$ cat src/rtl/serial_adder64b_pkg.sv
// Shared constants for the byte-serial ALU adder path.
// State encoding and byte width used by serial_adder64b.
package serial_adder64b_pkg;

    localparam int BYTE_W = 8;

    localparam logic [1:0] ST_IDLE = 2'd0;
    localparam logic [1:0] ST_RUN  = 2'd1;
    localparam logic [1:0] ST_DONE = 2'd2;

endpackage

$ cat src/rtl/serial_adder64b_cla.sv
// 8-bit carry look-ahead adder used as the per-byte datapath
// of the serial adder.
module cla_adder8b (
    input  logic [7:0] a,
    input  logic [7:0] b,
    input  logic       c_i,
    output logic [7:0] s,
    output logic       c_o
);

    logic [7:0] g;
    logic [7:0] p;
    logic [8:0] c;

    assign g = a & b;
    assign p = a ^ b;

    always_comb begin
        c    = '0;
        c[0] = c_i;
        for (int i = 0; i < 8; i++) begin
            c[i+1] = g[i] | (p[i] & c[i]);
        end
    end

    assign s   = p ^ c[7:0];
    assign c_o = c[8];

endmodule

$ cat src/rtl/serial_adder64b.sv
// Byte-serial adder/subtractor: one byte per cycle through a single
// cla_adder8b, carry chained through a register between bytes.
module serial_adder64b
    import serial_adder64b_pkg::*;
#(
    parameter int N_BYTES = 8
) (
    input  logic                      clk,
    input  logic                      reset,
    input  logic                      start,
    input  logic                      sub,
    input  logic [BYTE_W*N_BYTES-1:0] a,
    input  logic [BYTE_W*N_BYTES-1:0] b,
    output logic [BYTE_W*N_BYTES-1:0] s,
    output logic                      c_o,
    output logic                      overflow,
    output logic                      busy,
    output logic                      done
);

    localparam int W  = BYTE_W * N_BYTES;
    localparam int CW = $clog2(N_BYTES);

    logic [1:0]        state;
    logic [CW-1:0]     count;
    logic              carry;
    logic [W-1:0]      a_r;
    logic [W-1:0]      b_r;
    logic [W-1:0]      acc;
    logic [W-1:0]      acc_nxt;
    logic [BYTE_W-1:0] byte_sum;
    logic              byte_co;
    logic              last;

    assign last = (count == CW'(N_BYTES - 1));

    cla_adder8b u_cla (
        .a   (a_r[count*BYTE_W +: BYTE_W]),
        .b   (b_r[count*BYTE_W +: BYTE_W]),
        .c_i (carry),
        .s   (byte_sum),
        .c_o (byte_co)
    );

    // Accumulator with the current byte merged in; on the last byte
    // this is the complete result.
    always_comb begin
        acc_nxt = acc;
        acc_nxt[count*BYTE_W +: BYTE_W] = byte_sum;
    end

    always_ff @(posedge clk or posedge reset) begin
        if (reset) begin
            state    <= ST_IDLE;
            count    <= '0;
            carry    <= 1'b0;
            a_r      <= '0;
            b_r      <= '0;
            acc      <= '0;
            s        <= '0;
            c_o      <= 1'b0;
            overflow <= 1'b0;
        end else begin
            case (state)
                ST_IDLE, ST_DONE: begin
                    if (start) begin
                        a_r   <= a;
                        b_r   <= sub ? ~b : b;
                        carry <= sub;
                        count <= '0;
                        state <= ST_RUN;
                    end else begin
                        state <= ST_IDLE;
                    end
                end
                ST_RUN: begin
                    acc   <= acc_nxt;
                    carry <= byte_co;
                    count <= count + CW'(1);
                    if (last) begin
                        s        <= acc_nxt;
                        c_o      <= byte_co;
                        overflow <= (a_r[W-1] == b_r[W-1]) &&
                                    (acc_nxt[W-1] != a_r[W-1]);
                        state    <= ST_DONE;
                    end
                end
                default: state <= ST_IDLE;
            endcase
        end
    end

    assign busy = (state == ST_RUN);
    assign done = (state == ST_DONE);

endmodule

$ cat config.mk
export PLATFORM = sky130hd
export DESIGN_NAME = serial_adder64b
export DESIGN_NICKNAME = d
export VERILOG_FILES = /design/src/rtl/serial_adder64b_pkg.sv /design/src/rtl/serial_adder64b_cla.sv /design/src/rtl/serial_adder64b.sv
export SDC_FILE = /design/constraint.sdc
export NUM_CORES = 1
export LEC_CHECK = 0
export ABC_AREA = 1
export ABC_CLOCK_PERIOD_IN_PS = 9300
export CAP_MARGIN = 15
export CORE_ASPECT_RATIO = 1.2
export CORE_MARGIN = 1
export CORE_UTILIZATION = 49
export CTS_CLUSTER_DIAMETER = 100
export DETAILED_ROUTE_END_ITERATION = 10
export PLACE_DENSITY = 0.79
export SYNTH_ARGS = -nofsm -noshare
export SYNTH_HDL_FRONTEND = slang
export SYNTH_SLANG_ARGS = --single-unit
$ cat constraint.sdc
create_clock -name clk -period 9.3 [get_ports clk]
set_input_delay 1.86 -clock clk [delete_from_list [all_inputs] [get_ports clk]]
set_output_delay 1.86 -clock clk [all_outputs]
set_load 0.01 [all_outputs]
Word-level counts from Yosys, hierarchy flattened

Index checks and enable logic that the tools add are counted.

Output and inout port bits: 68
Flip-flop bits (word level): 264
Input port bits: 132
Bits in writable memories: 0
Bits in latches: 0
Memory bits (read-only): 0
Memories kept: 0

$mul: 0
Reduce and logical (&&, ||, !) cells: 7
Equality and inequality tests: 7
Divide/modulo/power cells: 0
$lt $le $gt $ge: 0
Add/sub/neg operators: 2
Shift-type cells: 4
Mux-type cells: 9
Bitwise operators: 20

Operator list:

| cell                                                                     | number |
|---|---|
| 64-bit by 7-bit variable part select with 8-bit output                   | 2 |
| 64-bit bitwise mux                                                       | 1 |
| 64-bit 2-to-1 mux                                                        | 1 |
| 64-bit inverter                                                          | 1 |
| 8-bit by 34-bit variable shift with 64-bit output (first input constant) | 1 |
| 8-bit by 34-bit variable part select with 64-bit output                  | 1 |
| 6-bit negation with 34-bit output                                        | 1 |
| 8-bit XOR                                                                | 2 |
| 1-bit bitwise AND                                                        | 8 |
| 8-bit bitwise AND                                                        | 1 |
| 1-bit OR                                                                 | 8 |
| 3-bit one-hot mux with 2 select lines                                    | 1 |
| 2-bit AND reduction                                                      | 3 |
| 2-bit one-hot mux with 2 select lines                                    | 1 |
| 3-bit by 1-bit adder with 3-bit output (second input constant)           | 1 |
| 3-bit == test (second input constant)                                    | 1 |
| 3-bit 2-to-1 mux                                                         | 1 |
| 2-bit by 1-bit == test with 1-bit output (second input constant)         | 1 |
| 2-bit == test (second input constant)                                    | 1 |
| 2-bit zero test                                                          | 1 |
| 1-bit 2-to-1 mux                                                         | 2 |
| 2-bit 2-to-1 mux                                                         | 1 |
| 2-bit by 1-bit inequality test with 1-bit output (second input constant) | 1 |
| 2-bit inequality test (second input constant)                            | 1 |
| 6 further kinds                                                          | 6 |

Depth between registers and ports, before layout

Gate-level depths: netlist of run 1.

Depth in word-level cells: 21
Mapped depth: 22
Depth with buffers taken out: 21

Hierarchy

From an unflattened synthesis of run 1, not the netlist that was laid out.

Cell total of the unflattened synthesis: 1432
Area, all modules: 12493.2 um^2

Modules (own cells, without submodules):

| module          | instances | area each (um^2) | cells each |
|---|---|---|---|
| serial_adder64b | 1         | 12295.5          | 1414 |
| cla_adder8b     | 1         | 197.7            | 18 |

Worst setup path before layout of run 1

No wires, ideal clock.

Path kind: reg2reg
Start: register count[0]
End: register acc[31]
Arrival time: 4.630 ns
Cell stages (with the launch flop): 22
Period minus slack after synthesis: 4.765 ns
Slack: 4.535 ns
Data required time: 9.165 ns
Buffers on the path: 2
Library setup time: 0.135 ns
Path through: dfrtp_1 > inv_2 > buf_2 > buf_2 > nor2_1 > o21ai_0 > nand2_1 > nand2_1 > fa_1 > inv_1 > fa_1 > fa_1 > fa_1 > fa_1 > fa_1 > fa_1 > inv_1 > fa_1 > nand3_1 > nand4_1 > o21ai_0 > o21ai_0

Word-level cells in the longest chain between the ends: 19

Ends and longest elaborated chain:

| item                                                                             | line                                         | RTL |
|---|---|---|
| start, declared                                                                  | serial_adder64b.sv:25                        | `logic [CW-1:0] count;` |
| start signal, assigned                                                           | serial_adder64b.sv:79                        | `count <= count + CW'(1);` |
| 64-bit by 7-bit variable part select with 8-bit output, on equally long branches | serial_adder64b.sv:38, serial_adder64b.sv:39 |  |
| 8-bit XOR                                                                        | serial_adder64b_cla.sv:16                    | `assign p = a ^ b;` |
| 1-bit bitwise AND                                                                | serial_adder64b_cla.sv:22                    | `c[i+1] = g[i] \| (p[i] & c[i]);` |
| 1-bit OR                                                                         | serial_adder64b_cla.sv:22                    |  |
| 1-bit bitwise AND                                                                | serial_adder64b_cla.sv:22                    |  |
| 1-bit OR                                                                         | serial_adder64b_cla.sv:22                    |  |
| 1-bit bitwise AND                                                                | serial_adder64b_cla.sv:22                    |  |
| 1-bit OR                                                                         | serial_adder64b_cla.sv:22                    |  |
| [... 3 more ...]                                                                 | --                                           |  |
| 1-bit OR                                                                         | serial_adder64b_cla.sv:22                    |  |
| 1-bit bitwise AND                                                                | serial_adder64b_cla.sv:22                    |  |
| 1-bit OR                                                                         | serial_adder64b_cla.sv:22                    |  |
| 1-bit bitwise AND                                                                | serial_adder64b_cla.sv:22                    |  |
| 1-bit OR                                                                         | serial_adder64b_cla.sv:22                    |  |
| 8-bit XOR                                                                        | serial_adder64b_cla.sv:26                    | `assign s = p ^ c[7:0];` |
| 8-bit by 34-bit variable part select with 64-bit output                          | serial_adder64b.sv:49                        | `acc_nxt[count*BYTE_W +: BYTE_W] = byte_sum;` |
| 64-bit bitwise mux *                                                             | serial_adder64b.sv:49                        |  |
| end signal, assigned                                                             | serial_adder64b.sv:77                        | `acc <= acc_nxt;` |
| end, declared                                                                    | serial_adder64b.sv:29                        | `logic [W-1:0] acc;` |

Every way passes the cells marked *; elsewhere a longest branch is shown, timed or not.
A chain may end at the register's enable or synchronous reset.

Worst setup path after layout of run 1

Start: register count[0]
End: register s[31]

Word-level cells in the longest chain between the ends: 19

Ends and longest elaborated chain:

| item                                                                             | line                                         | RTL |
|---|---|---|
| 64-bit by 7-bit variable part select with 8-bit output, on equally long branches | serial_adder64b.sv:38, serial_adder64b.sv:39 |  |
| 8-bit XOR                                                                        | serial_adder64b_cla.sv:16                    |  |
| 1-bit bitwise AND                                                                | serial_adder64b_cla.sv:22                    |  |
| 1-bit OR                                                                         | serial_adder64b_cla.sv:22                    |  |
| 1-bit bitwise AND                                                                | serial_adder64b_cla.sv:22                    |  |
| 1-bit OR                                                                         | serial_adder64b_cla.sv:22                    |  |
| 1-bit bitwise AND                                                                | serial_adder64b_cla.sv:22                    |  |
| 1-bit OR                                                                         | serial_adder64b_cla.sv:22                    |  |
| [... 3 more ...]                                                                 | --                                           |  |
| 1-bit OR                                                                         | serial_adder64b_cla.sv:22                    |  |
| 1-bit bitwise AND                                                                | serial_adder64b_cla.sv:22                    |  |
| 1-bit OR                                                                         | serial_adder64b_cla.sv:22                    |  |
| 1-bit bitwise AND                                                                | serial_adder64b_cla.sv:22                    |  |
| 1-bit OR                                                                         | serial_adder64b_cla.sv:22                    |  |
| 8-bit XOR                                                                        | serial_adder64b_cla.sv:26                    |  |
| 8-bit by 34-bit variable part select with 64-bit output                          | serial_adder64b.sv:49                        |  |
| 64-bit bitwise mux                                                               | serial_adder64b.sv:49                        |  |
| end signal, assigned                                                             | serial_adder64b.sv:81                        | `s <= acc_nxt;` |
| end, declared                                                                    | serial_adder64b.sv:14                        | `output logic [BYTE_W*N_BYTES-1:0] s,` |

Parallel ways exist; a longest one is shown, timed or not.

==> out/metrics.yaml, run 1 <==
hpwl_mm: 21.2
hp-class: "reg2reg"
syn_nets: 1569
path_buf_inv: 3
hold_violations: 0
start_util: 0.504
slew_headroom: 0.285
r2r_end: "s[31]"
grt_pass1_wl_mm: 50.8
crit_path_end: "s[31]"
leakage_nw: 7.01
synth_common_cells: "nand2_1 (382), dfrtp_1 (264), o21ai_0 (166)"
rr_worst_depth: 19
synth_ff_type: "dfrtp_1"
setup-tns-final_ns: 0
fmax_mhz: 182
worstMarginPinSlew_ns: 1.07
wl_per_cell_um: 16.4
critPathSlowestCell: "inv_2"
worst-r2r-setup-slack_ns: 3.80
grtUsageTotal: 0.243
stdcell_count: 1908
synthesis.area_mm2: 0.0126
max_stage_delay_ns: 0.66
slew_violations: 0
gr-usage-met2: 0.414
cts_buffers: 26
rows: 63
maxCapViolCount: 0
synth_warnings: 0
via_count: 10300
cts_setup_buffers: 0
p_per_area_mw_per_mm2: 398
area_growth_syn_to_layout_pct: 22.9
crit_top_cell: "fa_1"
rsz0062_at_grt: "false"
routed_wl_mm: 31.3
cp_max_fo: 50
cp-end-kind: "register"
avgSynthCellArea_um2: 8.81
critPathTopFamily: "adder cells"
core_mm2: 0.0249
place_inst: 1865
clk_path_buf_depth: 3
dieArea_mm2: 0.0263
r2r_start: "count[0]"
die_h_um: 177
cp_cell_sequence: "inv_2 -> o21ai_0 -> o22ai_1 -> nand2_1 -> nand2_1 -> fa_1 -> inv_1 -> fa_1 -> fa_1 -> fa_1 -> fa_1 -> fa_1 -> fa_1 -> inv_1 -> fa_1 -> nand3_1 -> nand4_1 -> o21ai_0 -> o21ai_0"
drive_gt1_frac: 0.0809
critPathLaunchType: "register"
tritoncts: "yes"
die_w_um: 148
critPathKind: "reg2reg"
worstPathArrival_ns: 5.85
grt_max_degree: 162
use_met3: 0.0383
async_reset_ff_frac: 1.00
yosysMostFrequentCell: "nand2_1"
use_met1: 0.318
place_congestion: 0.874
cts.sinks: 264
route.detailed.drc: 0
status: "complete, no violations"
syn-instance-count: 1425
grt_overflow_total: 0
boundaryPins: 200
setup_viol: 0
nNetsFinal: 1712
ys_ff_latch: 264
synth_top_cell_by_area: "dfrtp_1"
insertion_delay_ns: 0.53
drtIter0Drc: 802
cp.depth: 19
grt_pass1_vias: 9892
startpoint: "count[0]"
synth-edff-count: 0
path_clk_slew_ns: 0.06
synthDistinctLibCells: 32
first_pass_iters: 5
diodes: 0
synth_top_area_share: 0.526
fin_skew_ns: 0.0217
ctsHoldBuffers: 0
antenna_left: 0
min_period_over_period: 0.591
port-buffer-count: 199
cp.required_ns: 9.66
antenna_found_initial: 0
yosysSeqAreaShare: 0.526
yosys-top-cells-area: "dfrtp_1 (53%), nand2_1 (11%), o21ai_0 (6.6%), xnor2_1 (4.5%), mux2_2 (3.7%)"
ctsRootBufferMaster: "clkbuf_16"
cts-resized-gates: 0
cts_max_level: 1
vias_per_cell: 5.42
period_needed_ns: 5.50
ir_worst_vdd_mv: 0.287
grt-busiest-layer: "met2"
## flip-flops by register name (all words and copies together), names as in the netlist
register,count
overflow,1
carry,1
s,64
count,3
b_r,64
state,2
c_o,1
a_r,64
acc,64
## how the worst min path moves through the flow
stage	start	slack [ns]	endpoint	cells after the start
final	s[18]	0.48	s[18]	2
after global routing	b_r[48]	0.50	b_r[48]	2
after CTS	b_r[54]	0.48	b_r[54]	2
after detailed placement	acc[38]	0.46	acc[38]	2
after global placement	acc[2]	0.46	acc[2]	2
after floorplan	acc[24]	0.45	acc[24]	2
## logic make-up after synthesis
kind of cell             Yosys count  share of synthesized area
AO/OA/AOI/OAI                    309                      0.129
XOR/XNOR                          64                     0.0447
adder cells (fa/ha/maj)           12                     0.0167
buffers and inverters            164                     0.0548
flip-flops                       264                      0.526
multiplexers                      41                     0.0368
AND/OR/NAND/NOR                  571                      0.192
## layer usage
metal  up-vias  share of wire  wire length, um
met1      4911           0.41            12700
met2       386           0.50            15700
met3        71          0.064             1990
met4         0          0.028              870
met5         -              0                0
li1       4966              -                -
## worst register-to-register path, delay by kind of cell (launching register included)
kind	cells	cell delay [ns]
AOI/OAI and AO/OA	4	0.67
adders and majority gates	8	2.98
buffers and inverters	3	0.79
DFF	1	0.40
and+or+nand+nor	4	0.47
## metrics by stage
| stage | hold slack [ns] | util | total power [mW] | setup slack (ns) | instance area (um2) |
|---|---|---|---|---|---|
| floorplan | 0.448 | - | 4.03 | 0.171 | 12600 |
| global placement | 0.461 | 0.587 | 5.01 | 4.12 | 14600 |
| detailed placement | 0.465 | 0.587 | 5.12 | 3.92 | 14600 |
| CTS | 0.482 | 0.620 | 6.15 | 3.84 | 15400 |
| global route | 0.500 | 0.620 | 6.61 | 3.56 | 15400 |
| finish | 0.477 | 0.620 | 6.14 | 3.80 | 15400 |
## where the power goes
| part | internal (mW) | switching [mW] |
|---|---|---|
| clock network | 0.575 | 0.424 |
| logic | 1.13 | 2.04 |
| registers | 1.68 | 0.282 |
| total | 3.39 | 2.75 |
## cells in the final DEF (no fill, tap or decap), drive strengths merged, types with 12 or more instances in the layout
cell type | netlist | layout
xnor2 | 64 | 64
clkbuf | 43 | 39
inv | 72 | 72
mux2 | 41 | 41
clkdlybuf4s50 | 0 | 198
dfrtp | 264 | 264
o22ai | 12 | 12
nand2 | 386 | 386
o21ai | 246 | 246
nor2 | 82 | 82
nand4 | 21 | 21
nand3 | 79 | 79
a21oi | 39 | 39
o211ai | 12 | 12
## layout make-up
type	count	area [um2]
Clock buffer	39	781
Sequential cell	264	6610
Inverter	72	280
Multi-Input combinational cell	997	5270
Tap cell	325	407
Timing Repair Buffer	207	2060
Fill cell	2087	9480
Clock inverter	4	26.3
(Power assumes the default switching activity.)
==> inputs of run 2 (changes only) <==
ABC_CLOCK_PERIOD_IN_PS = 4950   (was 9300)
clock period = 4.95 ns   (was 9.3 ns; I/O delays follow)
==> run 2 against run 1 <==
  * Flip-flop and latch count unchanged
  * First-iteration DRC count rose by 10%
  * Utilization increased by 1.3 points
  * Fmax grew 17%
  * Worst hold slack better by 0.0010 ns
  * Global-route usage is 0.29 points higher
  * Sequential power is 91% higher
  * Setup slack got worse by 3.5 ns
  * Clock-buffer cell count down 3
  * Via count is 0.17% higher
  * Clock power is 110% higher
==> out/metrics.yaml, run 2 (same netlist as run 1, synthesis figures left out) <==
hold_violations: 0
worstPathArrival_ns: 5.10
clk_path_buf_depth: 3
place_congestion: 0.902
critPathSlowestCell: "dfrtp_4"
routed_wl_mm: 31.7
hpwl_mm: 22.2
slew_violations: 0
max_stage_delay_ns: 0.59
port-buffer-count: 199
cp.required_ns: 5.36
grt_pass1_vias: 10000
gr-usage-met2: 0.429
share_seq_of_total_power: 0.309
core_mm2: 0.0249
cts_setup_buffers: 0
antenna_found_initial: 0
cp-end-kind: "register"
area_growth_syn_to_layout_pct: 25.6
dieArea_mm2: 0.0263
min_period_over_period: 0.948
crit_top_cell: "fa_2"
ir_worst_vdd_mv: 0.609
hp-class: "reg2reg"
finalPower_mw: 12.1
antenna_left: 0
use_met3: 0.0301
layout_common_cells: "nand2_1 (380), dfrtp_1 (262), clkdlybuf4s50_1 (198)"
use_met1: 0.314
slew_headroom: 0.269
leakage_nw: 7.17
vias_per_cell: 5.36
insertion_delay_ns: 0.53
fin_util: 0.633
cp_cell_sequence: "inv_2 -> buf_4 -> o21ai_0 -> o22ai_1 -> o21ai_0 -> fa_2 -> fa_2 -> fa_1 -> fa_2 -> fa_2 -> fa_1 -> inv_1 -> fa_2 -> buf_4 -> inv_1 -> nand3_1 -> nand3_1 -> nand2_1"
holdPathStages: 2
stdcell_count: 1930
netSwitchingPower_mw: 5.28
start_util: 0.504
path_clk_slew_ns: 0.06
rsz0062_at_grt: "false"
worstMarginPinSlew_ns: 1.10
internal-power_mw: 6.84
critPathTopFamily: "adder cells"
drive_gt1_frac: 0.0997
comb_power_share: 0.515
fmax_mhz: 213
die_h_um: 177
grt_max_degree: 130
wl_per_cell_um: 16.4
drtIter0Drc: 885
cp_max_fo: 22
period_needed_ns: 4.69
critPathKind: "reg2reg"
area.sequential_mm2: 0.00661
final_common_cell: "nand2_1"
clock_power_share: 0.175
grt_overflow_total: 0
tritoncts: "yes"
fin_skew_ns: 0.00890
p_per_area_mw_per_mm2: 769
swShare: 0.436
rr_worst_depth: 18
boundaryPins: 200
die_w_um: 148
cp.depth: 18
cts_max_level: 1
grtUsageTotal: 0.246
cts.sinks: 264
ctsRootBufferMaster: "clkbuf_16"
setup-tns-final_ns: 0
path_buf_inv: 5
first_pass_iters: 6
rows: 63
via_count: 10400
nNetsFinal: 1729
route.detailed.drc: 0
place_ws_ns: 0.0362
fillers: 2112
setup_ws_ns: 0.257
grt-busiest-layer: "met2"
status: "complete, no violations"
place_inst: 1881
diodes: 0
grt_pass1_wl_mm: 51.0
setup_viol: 0
multi_input_area_mm2: 0.00529
maxCapViolCount: 0
cts_buffers: 26
critPathLaunchType: "register"
-- run 2: worst paths after layout --
check,startpoint,endpoint,slack [ns]
setup / recovery,count[1],s[39],0.26
hold / removal,acc[0],acc[0],0.48
setup reg to reg,count[1],s[39],0.26
hold reg to reg,acc[0],acc[0],0.48
max in group asynchronous,reset,s[10],3.03
min in group asynchronous,reset,b_r[15],0.86
-- run 2: what timing repair did --
item                                   4_1_cts  5_1_grt
hold buffers                                 0        0
endpoints found under the hold margin        0        0
gates resized for setup                      0        7
setup endpoints to repair                    0       17
-- run 2: layer usage --
| metal | part of all wire | vias up |
|---|---|---|
| li1 | - | 5007 |
| met1 | 0.41 | 4941 |
| met2 | 0.51 | 339 |
| met3 | 0.050 | 65 |
| met4 | 0.030 | 0 |
| met5 | 0 | - |
-- run 2: final cells by class --
cell class	count	area share
clock buffer	36	0.0495
clock inverter	12	0.0103
inverter	72	0.0175
multi-input combinational	997	0.335
sequential	264	0.419
tap	325	0.0258
timing repair buffer	224	0.142
-- run 2: power by group through the flow --
stage	sequential (mW)	combinational, mW	clock (mW)
floorplan	3.67	3.90	0
global placement	3.74	5.90	0
detailed placement	3.77	6.09	0
CTS	3.74	6.12	2.16
global route	3.86	6.92	2.24
finish	3.75	6.24	2.13
-- run 2: worst min-delay path, cell delays in order, from the launching register on --
cell and delay, ns:
dfrtp_1 0.34, nand2_1 0.05, nand2_1 0.05
-- run 2: stage by stage --
stage | hold slack (ns) | cell area (um2)
global placement | 0.461 | 14800
global route | 0.495 | 15800
floorplan | 0.448 | 12600
CTS | 0.483 | 15700
finish | 0.478 | 15800
detailed placement | 0.465 | 14800
